`src/rtl/mxrv_if_if.sv`:
```
// Fetch-stage bus bundle: instruction-memory req/gnt/rvalid port, redirect input and decode handshake.
// The fetch_misalign flag exists only when MXRV_IF_MISALIGN_EN is defined.
interface mxrv_if_if;
  logic        imem_req;
  logic [31:0] imem_addr;
  logic        imem_gnt;
  logic        imem_rvalid;
  logic [31:0] imem_rdata;
  logic        redirect;
  logic [31:0] redirect_pc;
  logic        id_valid;
  logic        id_ready;
  logic [31:0] inst_data;
  logic [31:0] inst_pc;
`ifdef MXRV_IF_MISALIGN_EN
  logic        fetch_misalign;
`endif

  modport master (
    output imem_req, imem_addr,
    input  imem_gnt, imem_rvalid, imem_rdata,
    input  redirect, redirect_pc,
    output id_valid, inst_data, inst_pc,
`ifdef MXRV_IF_MISALIGN_EN
    output fetch_misalign,
`endif
    input  id_ready
  );

  modport slave (
    input  imem_req, imem_addr,
    output imem_gnt, imem_rvalid, imem_rdata,
    output redirect, redirect_pc,
    input  id_valid, inst_data, inst_pc,
`ifdef MXRV_IF_MISALIGN_EN
    input  fetch_misalign,
`endif
    output id_ready
  );
endinterface

```
`src/rtl/mxrv_if.sv`:
```
// mxrv instruction fetch: single-outstanding word fetch, {pc,inst} buffer towards decode, redirect flush.
// Optional MXRV_IF_MISALIGN_EN: misaligned redirect target halts fetch and raises fetch_misalign.
module mxrv_if #(
  parameter logic [31:0] RESET_PC   = 32'h0000_0000,
  parameter int          FIFO_DEPTH = 2
) (
  input  logic       clk,
  input  logic       rst,
  mxrv_if_if.master  bus
);
  localparam int PTR_W = $clog2(FIFO_DEPTH);
  localparam int CNT_W = PTR_W + 1;
  localparam logic [CNT_W-1:0] DEPTH_C = CNT_W'(FIFO_DEPTH);
  localparam logic [31:0] NOP = 32'h0000_0013;

  typedef enum logic [1:0] {S_IDLE, S_REQ, S_WAIT} state_t;

  state_t             state, state_next;
  logic [31:0]        pc, pc_next, addr, req_pc, redir_target;
  logic               drop, push, pop, gnt_hit, empty, halt_next;
  logic [PTR_W-1:0]   wr_ptr, rd_ptr;
  logic [CNT_W-1:0]   count, count_next;
  logic [31:0]        fifo_pc   [FIFO_DEPTH];
  logic [31:0]        fifo_inst [FIFO_DEPTH];

  assign redir_target = {bus.redirect_pc[31:2], 2'b00};
  assign empty        = (count == '0);
  // A redirect flushes the buffer, so a pop or push in that cycle is void.
  assign pop          = !empty && bus.id_ready && !bus.redirect;
  assign push         = (state == S_WAIT) && bus.imem_rvalid && !drop && !bus.redirect;
  assign gnt_hit      = (state == S_REQ) && bus.imem_gnt;

`ifdef MXRV_IF_MISALIGN_EN
  logic halted;
  assign halt_next = (bus.redirect && (bus.redirect_pc[1:0] != 2'b00)) ? 1'b1 :
                     bus.redirect ? 1'b0 : halted;

  always_ff @(posedge clk) begin
    if (rst) halted <= 1'b0;
    else     halted <= halt_next;
  end

  assign bus.fetch_misalign = halted;
`else
  logic unused_pc_lsb;
  assign halt_next     = 1'b0;
  assign unused_pc_lsb = ^bus.redirect_pc[1:0];
`endif

  always_comb begin
    count_next = count;
    if (bus.redirect) begin
      count_next = '0;
    end else begin
      case ({push, pop})
        2'b10:   count_next = count + CNT_W'(1);
        2'b01:   count_next = count - CNT_W'(1);
        default: count_next = count;
      endcase
    end
  end

  // A request granted while drop is set was issued for the pre-redirect PC,
  // so pc already holds the redirect target and must not advance.
  always_comb begin
    pc_next = pc;
    if (bus.redirect)          pc_next = redir_target;
    else if (gnt_hit && !drop) pc_next = pc + 32'd4;
  end

  always_ff @(posedge clk) begin
    if (rst) state <= S_IDLE;
    else     state <= state_next;
  end

  always_comb begin
    state_next = state;
    case (state)
      S_IDLE: if (!halt_next && (bus.redirect || count < DEPTH_C)) state_next = S_REQ;
      S_REQ:  if (bus.imem_gnt) state_next = S_WAIT;
      S_WAIT: if (bus.imem_rvalid)
                state_next = (!halt_next && count_next < DEPTH_C) ? S_REQ : S_IDLE;
      default: state_next = S_IDLE;
    endcase
  end

  always_comb begin
    bus.imem_req  = (state == S_REQ);
    bus.imem_addr = addr;
    bus.id_valid  = !empty;
    bus.inst_data = empty ? NOP   : fifo_inst[rd_ptr];
    bus.inst_pc   = empty ? 32'h0 : fifo_pc[rd_ptr];
  end

  always_ff @(posedge clk) begin
    if (rst) begin
      pc     <= RESET_PC;
      addr   <= RESET_PC;
      drop   <= 1'b0;
      count  <= '0;
      wr_ptr <= '0;
      rd_ptr <= '0;
    end else begin
      pc    <= pc_next;
      count <= count_next;
      // The address is latched on REQ entry and held until granted.
      if (state_next == S_REQ && state != S_REQ) addr <= pc_next;
      if (bus.redirect && (state == S_REQ || (state == S_WAIT && !bus.imem_rvalid)))
        drop <= 1'b1;
      else if (state == S_WAIT && bus.imem_rvalid)
        drop <= 1'b0;
      if (bus.redirect) begin
        wr_ptr <= '0;
        rd_ptr <= '0;
      end else begin
        if (push) wr_ptr <= wr_ptr + PTR_W'(1);
        if (pop)  rd_ptr <= rd_ptr + PTR_W'(1);
      end
    end
  end

  always_ff @(posedge clk) begin
    if (gnt_hit) req_pc <= addr;
    if (push) begin
      fifo_pc[wr_ptr]   <= req_pc;
      fifo_inst[wr_ptr] <= bus.imem_rdata;
    end
  end
endmodule
```
`src/flat_wrapper.sv`:
```
// flat-port wrapper written by rule: the top's interface ports become plain ports
module mxrv_if_flat 
#(
  parameter logic [31:0] RESET_PC   = 32'h0000_0000,
  parameter int          FIFO_DEPTH = 2
)
  (clk, rst, bus_imem_req, bus_imem_addr, bus_imem_gnt, bus_imem_rvalid, bus_imem_rdata, bus_redirect, bus_redirect_pc, bus_id_valid, bus_inst_data, bus_inst_pc, bus_id_ready);
  mxrv_if_if bus_i ();
  input  logic clk;
  input  logic rst;
  output wire logic [$bits(bus_i.imem_req)-1:0] bus_imem_req;
  output wire logic [$bits(bus_i.imem_addr)-1:0] bus_imem_addr;
  input wire logic [$bits(bus_i.imem_gnt)-1:0] bus_imem_gnt;
  input wire logic [$bits(bus_i.imem_rvalid)-1:0] bus_imem_rvalid;
  input wire logic [$bits(bus_i.imem_rdata)-1:0] bus_imem_rdata;
  input wire logic [$bits(bus_i.redirect)-1:0] bus_redirect;
  input wire logic [$bits(bus_i.redirect_pc)-1:0] bus_redirect_pc;
  output wire logic [$bits(bus_i.id_valid)-1:0] bus_id_valid;
  output wire logic [$bits(bus_i.inst_data)-1:0] bus_inst_data;
  output wire logic [$bits(bus_i.inst_pc)-1:0] bus_inst_pc;
  input wire logic [$bits(bus_i.id_ready)-1:0] bus_id_ready;
  assign bus_imem_req = bus_i.imem_req;
  assign bus_imem_addr = bus_i.imem_addr;
  assign bus_i.imem_gnt = bus_imem_gnt;
  assign bus_i.imem_rvalid = bus_imem_rvalid;
  assign bus_i.imem_rdata = bus_imem_rdata;
  assign bus_i.redirect = bus_redirect;
  assign bus_i.redirect_pc = bus_redirect_pc;
  assign bus_id_valid = bus_i.id_valid;
  assign bus_inst_data = bus_i.inst_data;
  assign bus_inst_pc = bus_i.inst_pc;
  assign bus_i.id_ready = bus_id_ready;
  mxrv_if #(.RESET_PC(RESET_PC), .FIFO_DEPTH(FIFO_DEPTH)) u_core (.clk(clk), .rst(rst), .bus(bus_i));
endmodule
```
`config.mk`:
```
export PLATFORM = sky130hd
export DESIGN_NAME = mxrv_if_flat
export DESIGN_NICKNAME = d
export VERILOG_FILES = /design/src/rtl/mxrv_if_if.sv /design/src/rtl/mxrv_if.sv /design/src/flat_wrapper.sv
export SDC_FILE = /design/constraint.sdc
export NUM_CORES = 1
export LEC_CHECK = 0
export ABC_AREA = 0
export CAP_MARGIN = 20
export CORE_MARGIN = 1.5
export CORE_UTILIZATION = 25
export DETAILED_ROUTE_END_ITERATION = 10
export SLEW_MARGIN = 15
export SYNTH_ARGS = -nofsm -noshare
export SYNTH_HDL_FRONTEND = slang
export SYNTH_SLANG_ARGS = --single-unit
```
`constraint.sdc`:
```
create_clock -name clk -period 4.59 [get_ports clk]
set_clock_uncertainty 0.05 [all_clocks]
set_input_delay 0.6885 -clock clk [delete_from_list [all_inputs] [get_ports clk]]
set_output_delay 0.6885 -clock clk [all_outputs]
set_load 0.01 [all_outputs]
```
==> impl_metrics.json <==
{
  "ir_drop_mv": 0.232,
  "drt-met1-wl_um": 9390,
  "die_w_um": 194,
  "gp_congestion": 0.799,
  "synth-seq-cells": 232,
  "rr_endpoint": "u_core.bus.imem_addr[0]",
  "yosys.area.top_type": "edfxtp_1",
  "synth_flop_cell": "edfxtp_1",
  "worstHoldPathCells": 0,
  "synthArstFlopShare": 0,
  "tns_ps": 0,
  "powerDensity_nw_per_um2": 396,
  "r2r_start": "u_core.state[1]",
  "fmax_mhz": 296,
  "worstPathArrival_ps": 2640,
  "io_buffers": 165,
  "clockRootBuffer": "clkbuf_16",
  "yosys_warnings": 0,
  "path_clk_slew_ps": 60,
  "antenna_cells": 0,
  "required_ps": 3850,
  "fin_cells": 1340,
  "worstMarginPinSlew_ps": 976,
  "vias_per_cell": 4.30,
  "fillers": 3562,
  "vias": 5767,
  "drc": 13,
  "max_slew_margin": 0.349,
  "first_pass_iters": 7,
  "drt-wirelength-per-cell_um": 15.8,
  "clock-sinks": 232,
  "dp.cells": 1295,
  "hpwl_um": 14400,
  "worst_skew_pair.late_latency_ps": 520,
  "hold_violations": 0,
  "area_growth_pct": 34.1,
  "syn_nets": 767,
  "dr.max_layer_used": "met4",
  "fp.coreArea_um2": 35700,
  "yosysSeqAreaShare": 0.683,
  "syn_avg_cell_area_um2": 13.1,
  "end_kind": "output pin",
  "h-tree-depth": 1,
  "synthesis.area_um2": 9140,
  "clock_path_buffers": 3,
  "ys_top_cells_by_area": "edfxtp_1 53%, dfxtp_1 16%, mux2i_1 7.1%, nor2_1 4.5%, nand2_1 2.0%",
  "min_path_type": "flip-flop to flip-flop",
  "cts_tree": "yes",
  "register_area_um2": 6250,
  "grt.overflow.total": 0,
  "rsz0062_at_grt": "false",
  "slowest_delay_ps": 980,
  "min_to": "u_core.fifo_pc[0][19]",
  "post_cts_buffers": 0,
  "routed_wl_um": 21200,
  "drive_above_1_share": 0.0944,
  "worstPathCellList": "buf_4, mux2i_1, nor2_1, clkdlybuf4s50_1",
  "netlist_instances": 695,
  "maxCapViolations": 0,
  "drv_slew": 0,
  "die_h_um": 194,
  "start_util": 0.256,
  "min_period_over_period": 0.736,
  "rows": 69,
  "ios": 168,
  "status": "finished, violations left",
  "slowest_stage": "dfxtp_4",
  "nets": 933,
  "met2RoutedLength_um": 9810,
  "dr_wl_met3_um": 1480,
  "antenna_found_initial": 0,
  "p_leak_nw": 4.03,
  "grt_pass1_wl_um": 32700,
  "reg2reg_depth": 8,
  "grt_max_degree": 65,
  "postCtsHoldBufs": 0,
  "setup_viol_count_final": 0,
  "post_cts_resized": 0,
  "violations": "DRC",
  "period_minus_slack_ps": 3380,
  "path_class": "flip-flop to output pin",
  "ant_nets": 0,
  "yosysTopAreaCellShare": 0.526,
  "critPathMaxFanout": 52,
  "dieArea_um2": 37700,
  "grtUsageTotal": 0.110,
  "ys_types": 53,
  "total_power_mw": 4.86,
  "multi_input_area_um2": 2710,
  "hp-start": "u_core.req_pc[19]",
  "drt_iter0_markers": 311,
  "cts_buffers": 25,
  "first_global_vias": 5741,
  "cp-start-kind": "flip-flop",
  "ff2ff_setup_slack_ps": 1560,
  "synth_edf_count": 160
}
[power breakdown]
group	internal, mW	switching, mW
clock	1.36	0.854
combinational	0.149	0.141
sequential	2.30	0.0526
[cell usage after synthesis, types with 4 or more instances]
cell type  instances
inv_1             10
o41ai_2            8
nand3b_1          13
mux2i_1           65
nor3_1            16
nand2_1           49
nor3b_1            6
buf_2              9
a22o_1             4
nor2_1           109
o21ai_0           11
a21oi_1           16
xnor2_1           15
nand4_1           10
and3b_1            5
o21ai_1            5
dfxtp_1           72
a32o_1             5
edfxtp_1         160
nand2b_1           7
xor2_1            14
nand3_1           14
clkbuf_1          24
[worst max path at each step]
stage | start | end | slack [ps] | depth (start not counted)
6_report | flip-flop | bus_inst_data[25] | 1210 | 4
5_1_grt | flip-flop | bus_inst_data[7] | 1020 | 4
4_1_cts | flip-flop | bus_inst_data[4] | 1100 | 4
3_5_place_dp | bus_imem_rvalid | u_core.bus.imem_addr[0] | 870 | 9
3_3_place_gp | bus_imem_rvalid | u_core.bus.imem_addr[21] | 920 | 9
2_1_floorplan | bus_redirect | u_core.fifo_inst[0][0] | 70 | 4
[metrics by stage]
step	hold WS (ps)	setup WS [ps]	instance area, µm²	util
final	393	1210	12300	0.343
after CTS	395	1100	12300	0.343
after global placement	374	916	11300	0.317
after global routing	401	1020	12300	0.343
after detailed placement	380	874	11300	0.317
after floorplan	371	68.4	9140	-
[logic make-up (layout without fill, tap and decap cells)]
kind of cell,Yosys count,after routing,share of synthesized area
AO/OA/AOI/OAI,69,69,0.0586
XOR/XNOR,29,29,0.0278
adder cells (fa/ha/maj),2,2,0.00274
buffers and inverters,49,233,0.0234
flip-flops,232,232,0.683
multiplexers,65,65,0.0712
AND/OR/NAND/NOR,249,249,0.133
[final cells by class]
type | instances | share of cell area
clock buffer | 27 | 0.0551
clock inverter | 18 | 0.0202
inverter | 10 | 0.00306
multi-input combinational | 414 | 0.221
sequential | 232 | 0.510
tap | 461 | 0.0471
timing repair buffer | 178 | 0.144
[cell usage in the layout, fill, tap and decap left out, types with 3 or more instances in the layout]
| cell type | count |
|---|---|
| clkbuf_16 | 27 |
| nor2_1 | 106 |
| nor3_1 | 15 |
| o21ai_1 | 5 |
| edfxtp_1 | 160 |
| a211oi_1 | 3 |
| buf_4 | 11 |
| a22o_1 | 4 |
| a32o_1 | 5 |
| a21oi_1 | 16 |
| o41ai_2 | 8 |
| and3b_1 | 5 |
| nand2b_1 | 7 |
| dfxtp_1 | 71 |
| xor2_1 | 14 |
| nor2_4 | 3 |
| nor3b_1 | 6 |
| bufinv_16 | 5 |
| mux2i_1 | 65 |
| nand3b_1 | 13 |
| inv_1 | 10 |
| nand4_1 | 10 |
| clkinv_4 | 3 |
| o21ai_0 | 11 |
| clkinv_2 | 3 |
| nand2_1 | 49 |
| and3_1 | 3 |
| nand3_1 | 14 |
| clkdlybuf4s50_1 | 163 |
| xnor2_1 | 15 |
[critical path: cells and delay by family, from the launching register on]
family | cells | cell delay (ps)
multiplexers | 1 | 200
buffers and inverters | 2 | 850
flip-flops | 1 | 980
AND/OR/NAND/NOR | 1 | 60
[routing by layer]
layer,GRT usage,up-vias
met5,0,-
met4,0.0341,0
met3,0.0273,38
met2,0.182,130
met1,0.142,2751
li1,-,2848
[sequential cells by signal (all words and copies together), names as in the netlist, named ones only]
name                  flops
u_core.fifo_pc           64
u_core.rd_ptr             1
u_core.bus.imem_addr     32
u_core.wr_ptr             1
u_core.count              2
u_core.state              2
u_core.drop               1
u_core.fifo_inst         64
u_core.pc                32
u_core.req_pc            32
Note: power is estimated with default switching activity, not from simulation.
